[config.mk]
export PLATFORM = sky130hd
export DESIGN_NAME = dmem_arbiter
export DESIGN_NICKNAME = d
export VERILOG_FILES = /design/src/rtl/dmem_arbiter.sv
export SDC_FILE = /design/constraint.sdc
export NUM_CORES = 1
export LEC_CHECK = 0
export ABC_AREA = 1
export CAP_MARGIN = 20
export CORE_AREA = 2 2 115 117
export DETAILED_ROUTE_END_ITERATION = 10
export DIE_AREA = 0 0 117 119
export SKIP_LAST_GASP = 1
export SLEW_MARGIN = 20
export SYNTH_ARGS = -nofsm -noshare
export SYNTH_HDL_FRONTEND = slang
export SYNTH_SLANG_ARGS = --single-unit
[constraint.sdc]
create_clock -name clk -period 1.7 [get_ports clk]
set_input_delay 0.34 -clock clk [delete_from_list [all_inputs] [get_ports clk]]
set_output_delay 0.34 -clock clk [all_outputs]
set_load 0.005 [all_outputs]
[src/rtl/dmem_arbiter.sv]
// Data-memory arbiter: the CPU MEM stage has fixed priority over the debug/loader
// port; a starvation counter forces one debug grant, and out-of-range addresses
// are granted without strobing the memory.
module dmem_arbiter #(
    parameter int unsigned AW           = 32,
    parameter int unsigned DW           = 32,
    parameter int unsigned DEPTH        = 64,
    parameter int unsigned STARVE_LIMIT = 4
) (
    input  logic          clk,
    input  logic          rst_n,
    input  logic          cpu_req,
    input  logic          cpu_we,
    input  logic [AW-1:0] cpu_addr,
    input  logic [DW-1:0] cpu_wdata,
    output logic [DW-1:0] cpu_rdata,
    output logic          cpu_stall,
    input  logic          dbg_req,
    input  logic          dbg_we,
    input  logic [AW-1:0] dbg_addr,
    input  logic [DW-1:0] dbg_wdata,
    output logic          dbg_gnt,
    output logic          dbg_rvalid,
    output logic [DW-1:0] dbg_rdata,
    output logic          dbg_err,
    output logic          mem_write,
    output logic          mem_read,
    output logic [AW-1:0] mem_addr,
    output logic [DW-1:0] mem_wdata,
    input  logic [DW-1:0] mem_rdata
);

    localparam int unsigned   CW      = $clog2(STARVE_LIMIT + 1);
    localparam logic [CW-1:0] LIMIT   = CW'(STARVE_LIMIT);
    localparam logic [AW-1:0] DEPTH_A = AW'(DEPTH);

    logic [CW-1:0] wait_cnt;
    logic [CW-1:0] wait_cnt_next;
    logic          force_gnt;
    logic          cpu_sel;
    logic          dbg_sel;
    logic          cpu_in_range;
    logic          dbg_in_range;
    logic          sel_we;
    logic          sel_in_range;
    logic          any_sel;

    // Grant decision; everything is suppressed while reset is held low
    always_comb begin
        cpu_in_range = (cpu_addr < DEPTH_A);
        dbg_in_range = (dbg_addr < DEPTH_A);
        force_gnt    = rst_n && dbg_req && (wait_cnt == LIMIT);
        cpu_sel      = rst_n && cpu_req && !force_gnt;
        dbg_sel      = rst_n && dbg_req && (!cpu_req || force_gnt);
        dbg_gnt      = dbg_sel;
        cpu_stall    = rst_n && cpu_req && force_gnt;
        cpu_rdata    = (cpu_sel && cpu_in_range && !cpu_we) ? mem_rdata : '0;
    end

    // Memory port mux: the selected requester drives address and data, idle drives zero
    always_comb begin
        mem_addr     = '0;
        mem_wdata    = '0;
        sel_we       = 1'b0;
        sel_in_range = 1'b0;
        any_sel      = cpu_sel || dbg_sel;
        if (cpu_sel) begin
            mem_addr     = cpu_addr;
            mem_wdata    = cpu_wdata;
            sel_we       = cpu_we;
            sel_in_range = cpu_in_range;
        end else if (dbg_sel) begin
            mem_addr     = dbg_addr;
            mem_wdata    = dbg_wdata;
            sel_we       = dbg_we;
            sel_in_range = dbg_in_range;
        end
        mem_write = any_sel && sel_we && sel_in_range;
        mem_read  = any_sel && !sel_we && sel_in_range;
    end

    // Starvation counter: counts cycles a debug request has waited, saturating at the limit
    always_comb begin
        wait_cnt_next = '0;
        if (dbg_req && !dbg_sel) begin
            if (wait_cnt >= LIMIT) begin
                wait_cnt_next = LIMIT;
            end else begin
                wait_cnt_next = wait_cnt + CW'(1);
            end
        end
    end

    // Counter and debug response registers
    always_ff @(posedge clk) begin
        if (!rst_n) begin
            wait_cnt   <= '0;
            dbg_rvalid <= 1'b0;
            dbg_rdata  <= '0;
            dbg_err    <= 1'b0;
        end else begin
            wait_cnt   <= wait_cnt_next;
            dbg_rvalid <= dbg_sel && !dbg_we;
            dbg_rdata  <= (dbg_sel && !dbg_we && dbg_in_range) ? mem_rdata : '0;
            if (dbg_sel) begin
                dbg_err <= !dbg_in_range;
            end
        end
    end

endmodule

Word level (Yosys, flattened, before mapping)
Index checks and enable logic that the tools add are counted.
{ "totals": {"ff_bits": 37, "input_bits": 166, "out_inout_bits": 134, "word_cells": 49} }
{ "classes": {"n_addsub": 1, "order_cmp": 3, "n_eq_ne": 1, "muxes": 10, "bitwise": 2, "n_reduce_logical": 27} }
{ "ops": {"columns": ["operator", "count"], "rows": [
  ["32-bit 2-to-1 mux", 5],
  ["32-bit by 7-bit less-than comparator with 1-bit output, second input constant", 2],
  ["1-bit logical AND", 15],
  ["1-bit zero test", 7],
  ["1-bit 2-to-1 mux", 4],
  ["2-bit AND reduction", 2],
  ["3-bit by 1-bit adder with 3-bit output, second input constant", 1],
  ["3-bit equality test, second input constant", 1],
  ["3-bit >= comparator, second input constant", 1],
  ["3-bit 2-to-1 mux", 1],
  ["3-bit OR reduction", 1],
  ["1-bit logical OR", 2],
  ["1-bit NOT", 2]
]} }

Logic depth before layout (Yosys ltp)
Gate-level depths: netlist of the first run.
{ "logic_depth": {"depth_word": 9, "ltp_mapped": 11} }

Worst setup path before layout of the first run
Ideal clock, no wire load.
{ "synth_path": {"path_kind": "reg2out", "from": "register wait_cnt[0]", "to": "output port cpu_rdata[10]", "arrival_ps": 1447, "t_required_ps": 1360, "setup_slack_ps": -87, "path_stages_with_launch": 11, "path_cell_list": "dfxtp_1 > inv_1 > ha_1 > nand2_1 > nor2_1 > nor2_2 > nand3_1 > nor2_1 > nand2_1 > buf_2 > nor2_1"} }
{ "synth_via": {"elab_chain_cells": 7} }
{ "synth_rtl": {"columns": ["element", "line_no", "source"], "rows": [
  ["from (decl)", "37", "logic [CW-1:0] wait_cnt;"],
  ["from (signal assigned)", "102", "wait_cnt <= wait_cnt_next;"],
  ["3-bit equality test", "52", "force_gnt = rst_n && dbg_req && (wait_cnt == LIMIT);"],
  ["1-bit logical AND", "52", null],
  ["1-bit zero test", "53", "cpu_sel = rst_n && cpu_req && !force_gnt;"],
  ["1-bit logical AND", "53", null],
  ["1-bit logical AND (2 in series)", "57", "cpu_rdata = (cpu_sel && cpu_in_range && !cpu_we) ? mem_rdata : '0;"],
  ["32-bit 2-to-1 mux", "57", null],
  ["to (decl)", "16", "output logic [DW-1:0] cpu_rdata,"]
]} }
Every way passes these cells.

Worst setup path after layout of the first run
{ "layout_path": {"from": "register wait_cnt[1]", "to": "output port cpu_rdata[21]"} }
Same word-level chain as after synthesis.

==> impl_metrics.py, run 1 <==
metrics = {
    "run_status": {
        "outcome": "finished, violations left",
        "violations": "negative setup slack",
    },
    "yosys": {
        "synthAdderAreaFrac_pct": 1.16,
        "ys_types": 19,
        "synth_flop_cell": "dfxtp_1",
        "syn_inst": 319,
        "synth_compound_area_share_pct": 25.8,
        "yosysSeqAreaShare_pct": 34.4,
        "synth-async-reset-ratio_pct": 0,
        "synth-simple-area-share_pct": 25.5,
        "synth-warning-count": 0,
        "synthMuxAreaShare_pct": 0,
        "synth_top_family_by_area": "compound AO/OA/AOI/OAI gates",
        "synthXorXnorAreaFrac_pct": 0,
        "yosys.area.top_type": "dfxtp_1",
        "ys_ff_latch": 37,
        "synth_fp_nets": 487,
        "netlist_area_um2": 2150,
        "synth_edf_count": 0,
        "yosysTopAreaCellShare_pct": 34.4,
        "syn_avg_cell_area_um2": 6.75,
        "yosys-top-cells-area": "dfxtp_1 (34%), a22o_1 (21%), nor2_1 (17%)",
    },
    "sta": {
        "slew_headroom_pct": 78.0,
        "finalHoldViolCount": 0,
        "skew_ns": 0.00659,
        "fin_ws_ns": -0.688,
        "finalCritPeriodShare_pct": 140,
        "worst_pin_slew_ns": 0.330,
        "hold_slack_ns": 0.505,
        "period_minus_slack_ns": 2.39,
        "finalSetupViolCount": 133,
        "rsz0062_at_grt": "true",
        "slew_violations": 0,
        "fmax_ghz": 0.419,
    },
    "floorplan": {
        "core-area_um2": 12900,
        "num_rows": 42,
        "num_io_pins": 300,
        "die_y_um": 119,
        "initial_utilization_pct": 16.7,
        "die_w_um": 117,
        "die-area_um2": 13900,
    },
    "place": {
        "placed_cell_area_um2": 5880,
        "portBuffers": 299,
        "post-dp-hpwl_um": 10400,
        "placed_cells": 846,
        "place_congestion": 0.880,
    },
    "pwr": {
        "pwr-share-seq_pct": 27.8,
        "peakVddDrop_uv": 494,
        "switching_share_pct": 23.5,
        "pwr-share-clk_pct": 38.4,
        "p_int_mw": 2.41,
        "powerDensity_nw_per_um2": 453,
        "p_switching_uw": 737,
        "power_frac_comb_pct": 33.8,
        "leakage_nw": 3.30,
    },
    "global_routing": {
        "antenna_found_initial": 1,
        "grt.total_usage_pct": 19.5,
        "grt_overflow_total": 0,
        "grt_start_max_net_pins": 17,
        "grt_pass1_vias": 3991,
        "grt_pass1_wl_um": 20900,
    },
    "setup_path": {
        "r2r.worst_path.cells": 14,
        "reg2reg_to": "dbg_rdata[16]",
        "endpoint_kind": "output pin",
        "r2r_start": "wait_cnt[1]",
        "worst-setup-path-type": "flop to output pin",
        "worstPathMaxFanout": 5,
        "crit_arrival_ns": 2.05,
        "cp.required_ns": 1.36,
        "critPathLaunchType": "flop",
        "r2r_slack_ns": -0.21,
    },
    "final_layout": {
        "seqCellArea_um2": 743,
        "nNetsFinal": 902,
        "layout-drive-gt1-share_pct": 43.1,
        "layout_common_cells": "clkdlybuf4s50_1 (189), buf_2 (85), buf_4 (65)",
        "stdcell_area_um2": 6940,
        "area_growth_pct": 222,
        "final_cells": 912,
        "final.fill_count": 1235,
        "multi_input_area_um2": 1570,
        "final_common_cell": "clkdlybuf4s50_1",
    },
    "min_path": {
        "hp-class": "flop to flop",
        "whs_path_depth": 2,
        "hold_start": "wait_cnt[0]",
        "holdPathEnd": "wait_cnt[0]",
    },
    "drt": {
        "wl_um": 14700,
        "drc": 0,
        "routedWlPerCell_um": 16.1,
        "vias": 3817,
        "postRouteAntennaNets": 0,
        "first_pass_iters": 4,
        "drt-vias-per-instance": 4.19,
        "drt_iter0_markers": 86,
    },
    "job": {
        "maxCapViolCount": 0,
    },
    "cts": {
        "clockBufferDepth": 2,
        "clkSlewWorstSetupHoldPaths_ns": 0.06,
        "cts_sinks": 37,
        "clk_latency_ns": 0.28,
        "htreeDepth": 2,
        "clock_tree.root_cell": "clkbuf_16",
        "cts_tree": "built",
        "cts-buffers-inserted": 5,
        "cts_hold_buffers": 0,
    },
}
-- registers in the layout (all words and copies together), names as in the netlist --
name and count:
dbg_rvalid 1, dbg_err 1, dbg_rdata 32, wait_cnt 3
-- logic make-up after synthesis --
| logic type | count (synthesis) |
|---|---|
| AO/OA/AOI/OAI | 68 |
| adder cells (fa/ha/maj) | 2 |
| buffers and inverters | 72 |
| flip-flops | 37 |
| AND/OR/NAND/NOR | 140 |
-- metrics by stage --
step                setup WS [ns]  setup TNS (ns)  total power, mW  utilization [%]
floorplan                 -0.0582           -2.04             1.08                -
global placement           -0.934          -98.82             1.83             45.7
detailed placement         -0.984         -101.36             1.84             45.7
CTS                        -0.725          -71.50             3.14             52.4
global route               -0.766          -70.00             3.27             53.9
finish                     -0.688          -59.87             3.14             53.9
-- worst max path at each step --
stage                 from       endpoint  slack [ns]
4_1_cts        wait_cnt[1]  cpu_rdata[16]       -0.72
3_3_place_gp         rst_n       mem_read       -0.93
2_1_floorplan  wait_cnt[0]  cpu_rdata[10]       -0.06
6_report       wait_cnt[1]  cpu_rdata[21]       -0.69
5_1_grt        cpu_addr[8]  cpu_rdata[15]       -0.77
3_5_place_dp         rst_n   cpu_rdata[2]       -0.98
-- area by class of cell --
| class | instances | area share, % |
|---|---|---|
| tap | 176 | 3.17 |
| multi-input combinational | 210 | 22.6 |
| timing repair inverter | 1 | 0.108 |
| sequential | 37 | 10.7 |
| antenna | 1 | 0.0361 |
| clock buffer | 5 | 1.80 |
| inverter | 54 | 2.98 |
| clock inverter | 3 | 0.992 |
| timing repair buffer | 425 | 57.6 |
-- cells in the mapped netlist, drive strengths merged, types with 2 or more instances --
cell and count:
nand2 33, ha 2, nor2 100, nor3 2
inv 54, a21oi 2, dfxtp 37, buf 10
o22ai 2, a22o 52, clkbuf 8, nand3 4
o21ai 11
-- worst max-delay path, stage by stage (launching register included) --
cell     delay, ns
dfxtp_2       0.34
inv_2         0.05
ha_4          0.16
nand2_4       0.08
nor2_4        0.04
nor2_4        0.15
nand3_2       0.13
nor2_4        0.14
nand2_4       0.07
buf_12        0.14
buf_16        0.13
buf_6         0.11
nor2_1        0.09
buf_2         0.13
-- power by group through the flow --
| stage | sequential [mW] | clock (mW) | combinational [mW] |
|---|---|---|---|
| 4_1_cts | 0.873 | 1.23 | 1.04 |
| 3_3_place_gp | 0.892 | 0 | 0.936 |
| 5_1_grt | 0.873 | 1.27 | 1.13 |
| 2_1_floorplan | 0.892 | 0 | 0.190 |
| 6_report | 0.873 | 1.21 | 1.06 |
| 3_5_place_dp | 0.892 | 0 | 0.944 |
-- layer usage --
| metal | global-route usage, % | wire length (µm) |
|---|---|---|
| met2 | 39.3 | 8150 |
| met3 | 5.14 | 1240 |
| met4 | 4.26 | 291 |
| met5 | 0 | 0 |
| met1 | 19.4 | 5030 |
-- what timing repair did --
action                     in CTS  in global routing
pin swaps                      26                 35
cloned                         13                  2
gates resized for setup       500                118
hold endpoints to repair        0                  0
setup buffers                  51                 20
setup endpoints to repair     132                135
(Power assumes the default switching activity.)
==> run 2, diff against run 1 <==
--- a/config.mk
+++ b/config.mk
@@ -5,11 +5,11 @@
 export SDC_FILE = /design/constraint.sdc
 export NUM_CORES = 1
 export LEC_CHECK = 0
-export ABC_AREA = 1
+export ABC_AREA = 0
 export CAP_MARGIN = 20
-export CORE_AREA = 2 2 115 117
+export CORE_AREA = 2 2 116 118
 export DETAILED_ROUTE_END_ITERATION = 10
-export DIE_AREA = 0 0 117 119
+export DIE_AREA = 0 0 118 120
 export SKIP_LAST_GASP = 1
 export SLEW_MARGIN = 20
 export SYNTH_ARGS = -nofsm -noshare
==> run 2 against run 1 <==
The run still ends with negative setup slack left. Largest cell class unchanged. Final area shrank 8.8%. Critical path depth shrank 4. Largest power group is now combinational cells. Sequential power is essentially flat. Core utilization shrank 5.2 points. Clock power shrank 28%. Wire length shrank 9.2%.
==> impl_metrics.py, run 2 <==
metrics = {
    "drt": {
        "drc": 0,
        "drt-vias-per-instance": 4.29,
        "first_pass_iters": 4,
        "routedWlPerCell_um": 17.0,
        "postRouteAntennaNets": 0,
        "wl_um": 13300,
        "vias": 3370,
        "drt_iter0_markers": 99,
    },
    "global_routing": {
        "grt_pass1_wl_um": 19900,
        "grt_start_max_net_pins": 22,
        "grt_pass1_vias": 3707,
        "antenna_found_initial": 0,
        "grt_overflow_total": 0,
        "grt.total_usage_pct": 18.0,
    },
    "sta": {
        "finalSetupViolCount": 132,
        "worst_pin_slew_ns": 0.296,
        "skew_ns": 0.00179,
        "finalHoldViolCount": 0,
        "slew_headroom_pct": 80.1,
        "hold_slack_ns": 0.468,
        "period_minus_slack_ns": 2.28,
        "rsz0062_at_grt": "true",
        "fmax_ghz": 0.438,
        "finalCritPeriodShare_pct": 134,
        "fin_ws_ns": -0.585,
        "slew_violations": 0,
    },
    "yosys": {
        "yosys.area.top_type": "dfxtp_1",
        "post-synth-top-count-cell": "a22o_1",
        "synth_flop_cell": "dfxtp_1",
        "yosysTopAreaCellShare_pct": 35.6,
        "ys_ff_latch": 37,
        "synth_common_cells": "a22o_1 (65), and2_1 (64), dfxtp_1 (37)",
        "ys_types": 23,
        "synth_top_family_by_area": "compound AO/OA/AOI/OAI gates",
        "synth_edf_count": 0,
        "syn_inst": 231,
        "synth_fp_nets": 399,
        "yosysSeqAreaShare_pct": 35.6,
        "synth-simple-area-share_pct": 28.4,
        "synth-async-reset-ratio_pct": 0,
        "yosys-top-cells-area": "dfxtp_1 (36%), a22o_1 (27%), and2_1 (19%)",
        "netlist_area_um2": 2080,
        "synth-warning-count": 0,
        "synthMuxAreaShare_pct": 0.481,
        "synthAdderAreaFrac_pct": 1.20,
        "synthXorXnorAreaFrac_pct": 0,
        "synth_compound_area_share_pct": 29.1,
        "syn_avg_cell_area_um2": 9.01,
    },
    "setup_path": {
        "r2r.worst_path.cells": 11,
        "crit_path_max_incr_delay_ns": 0.28,
        "crit_cells": 9,
        "crit_chain": "dlygate4sd2_1 -> nor4_2 -> and4_1 -> and4b_2 -> buf_6 -> buf_12 -> buf_8 -> and2_4 -> buf_6",
        "crit_path_top_delay_cell": "nor4_2",
        "crit_arrival_ns": 1.94,
        "cp_top_family": "simple AND/OR/NAND/NOR gates",
        "cp.required_ns": 1.36,
        "endpoint_kind": "output pin",
        "critPathLaunchType": "primary input",
        "worst-path-buf-inv": 5,
        "worstPathMaxFanout": 6,
        "worst-setup-path-type": "primary input to output pin",
        "cpMostUsedCell": "buf_6",
    },
    "final_layout": {
        "final_common_cell": "clkdlybuf4s50_1",
        "area_growth_pct": 204,
        "final_util_pct": 48.7,
        "diodes": 0,
        "largest_reg_flops": 32,
        "layout_common_cells": "clkdlybuf4s50_1 (166), a22o_1 (64), buf_2 (60)",
        "nNetsFinal": 777,
        "final.fill_count": 1295,
        "reg.largest.list": "dbg_rdata: 32 flops, wait_cnt: 3 flops",
        "regMostFlops": "dbg_rdata",
        "layout-drive-gt1-share_pct": 43.0,
    },
    "cts": {
        "clock_tree.root_cell": "clkbuf_16",
        "htreeDepth": 2,
        "cts_sinks": 37,
        "cts-buffers-inserted": 5,
        "clkSlewWorstSetupHoldPaths_ns": 0.05,
        "cts_hold_buffers": 0,
        "clk_latency_ns": 0.27,
        "clockBufferDepth": 2,
        "cts_tree": "built",
    },
    "pwr": {
        "leakage_nw": 2.96,
        "peakVddDrop_uv": 311,
        "powerDensity_nw_per_um2": 416,
    },
    "floorplan": {
        "num_io_pins": 300,
        "initial_utilization_pct": 16.0,
        "die-area_um2": 14200,
        "core-area_um2": 13000,
        "die_w_um": 118,
        "num_rows": 42,
        "die_y_um": 120,
    },
    "place": {
        "place_congestion": 0.767,
        "portBuffers": 299,
        "post-dp-hpwl_um": 9970,
    },
    "job": {
        "maxCapViolCount": 0,
    },
    "run_status": {
        "outcome": "finished, violations left",
        "violations": "negative setup slack",
    },
    "min_path": {
        "whs_path_depth": 2,
        "hp-class": "flop to flop",
    },
}
[run 2: cell types whose count changed after synthesis, moves of 12 or more]
cell and change:
inv_1 -51, nand2_1 -28, nor2_1 -92, a22o_1 +13, and2_1 +64, nor4_1 +12
[run 2: worst reg2reg max path, cell delays in order, from the launching register on]
cell and delay (ns):
dfxtp_2 0.32, inv_2 0.06, ha_4 0.17, nand2_2 0.06, a21o_1 0.20, inv_4 0.11, buf_12 0.11, buf_8 0.11
buf_6 0.08, and4b_4 0.30, buf_8 0.15, and2_4 0.14
[run 2: path summary, 6_finish.rpt]
path                 from  slack, ns            end
max          cpu_addr[21]      -0.58   cpu_rdata[3]
min               dbg_err       0.47        dbg_err
max reg2reg   wait_cnt[0]      -0.16  dbg_rdata[22]
min reg2reg       dbg_err       0.47        dbg_err
[run 2: area by class of cell]
class	count	area [µm²]	share of cell area, %
clock inverter	2	10.0	0.158
inverter	4	17.5	0.277
sequential	37	743	11.7
tap	176	220	3.48
multi-input combinational	170	1470	23.2
timing repair buffer	391	3740	59.1
clock buffer	6	129	2.04
[run 2: power breakdown]
| part | switching (mW) | total (mW) | internal [mW] |
|---|---|---|---|
| Clock | 0.332 | 0.870 | 0.537 |
| Combinational | 0.291 | 0.890 | 0.599 |
| Sequential | 0.00172 | 0.873 | 0.872 |
[run 2: stage by stage]
| step | cell area [µm²] | setup WS [ns] | total power [mW] | instances | TNS [ns] |
|---|---|---|---|---|---|
| final | 6330 | -0.585 | 2.63 | 786 | -50.50 |
| after global routing | 6330 | -0.633 | 2.76 | 786 | -61.71 |
| after CTS | 6220 | -0.721 | 2.66 | 786 | -58.54 |
| after detailed placement | 5630 | -1.19 | 1.77 | 732 | -110.41 |
| after global placement | 5630 | -1.13 | 1.76 | 732 | -110.98 |
| after floorplan | 2110 | -0.0119 | 1.06 | 231 | -0.239 |
[run 2: cell families (layout without fill, tap and decap cells)]
kind of cell	Yosys count	after routing
flops	37	37
compound gates	70	70
fa+ha+maj	2	2
buf+inv	24	403
simple gates	97	97
mux	1	1
[run 2: metal layers]
metal | up-vias | global-route usage, % | routed length (µm)
met2 | 183 | 34.7 | 7050
met4 | 0 | 6.10 | 321
met3 | 18 | 5.61 | 1070
li1 | 1613 | - | -
met5 | - | 0 | 0
met1 | 1556 | 18.2 | 4910
[run 2: what timing repair did]
item	4_1_cts	5_1_grt
gates resized for setup	488	76
gates cloned	10	0
setup endpoints to repair	133	133
hold endpoints to repair	0	0
pin swaps	91	44
buffers inserted	36	10
==> run 3, diff against run 2 <==
--- a/config.mk
+++ b/config.mk
@@ -6,10 +6,11 @@
 export NUM_CORES = 1
 export LEC_CHECK = 0
 export ABC_AREA = 0
-export CAP_MARGIN = 20
+export CAP_MARGIN = 10
 export CORE_AREA = 2 2 116 118
 export DETAILED_ROUTE_END_ITERATION = 10
 export DIE_AREA = 0 0 118 120
+export GPL_TIMING_DRIVEN = 1
 export SKIP_LAST_GASP = 1
 export SLEW_MARGIN = 20
 export SYNTH_ARGS = -nofsm -noshare
==> results of run 3 <==
Same layout as run 2: the final DEF is identical, and so are final timing and power.
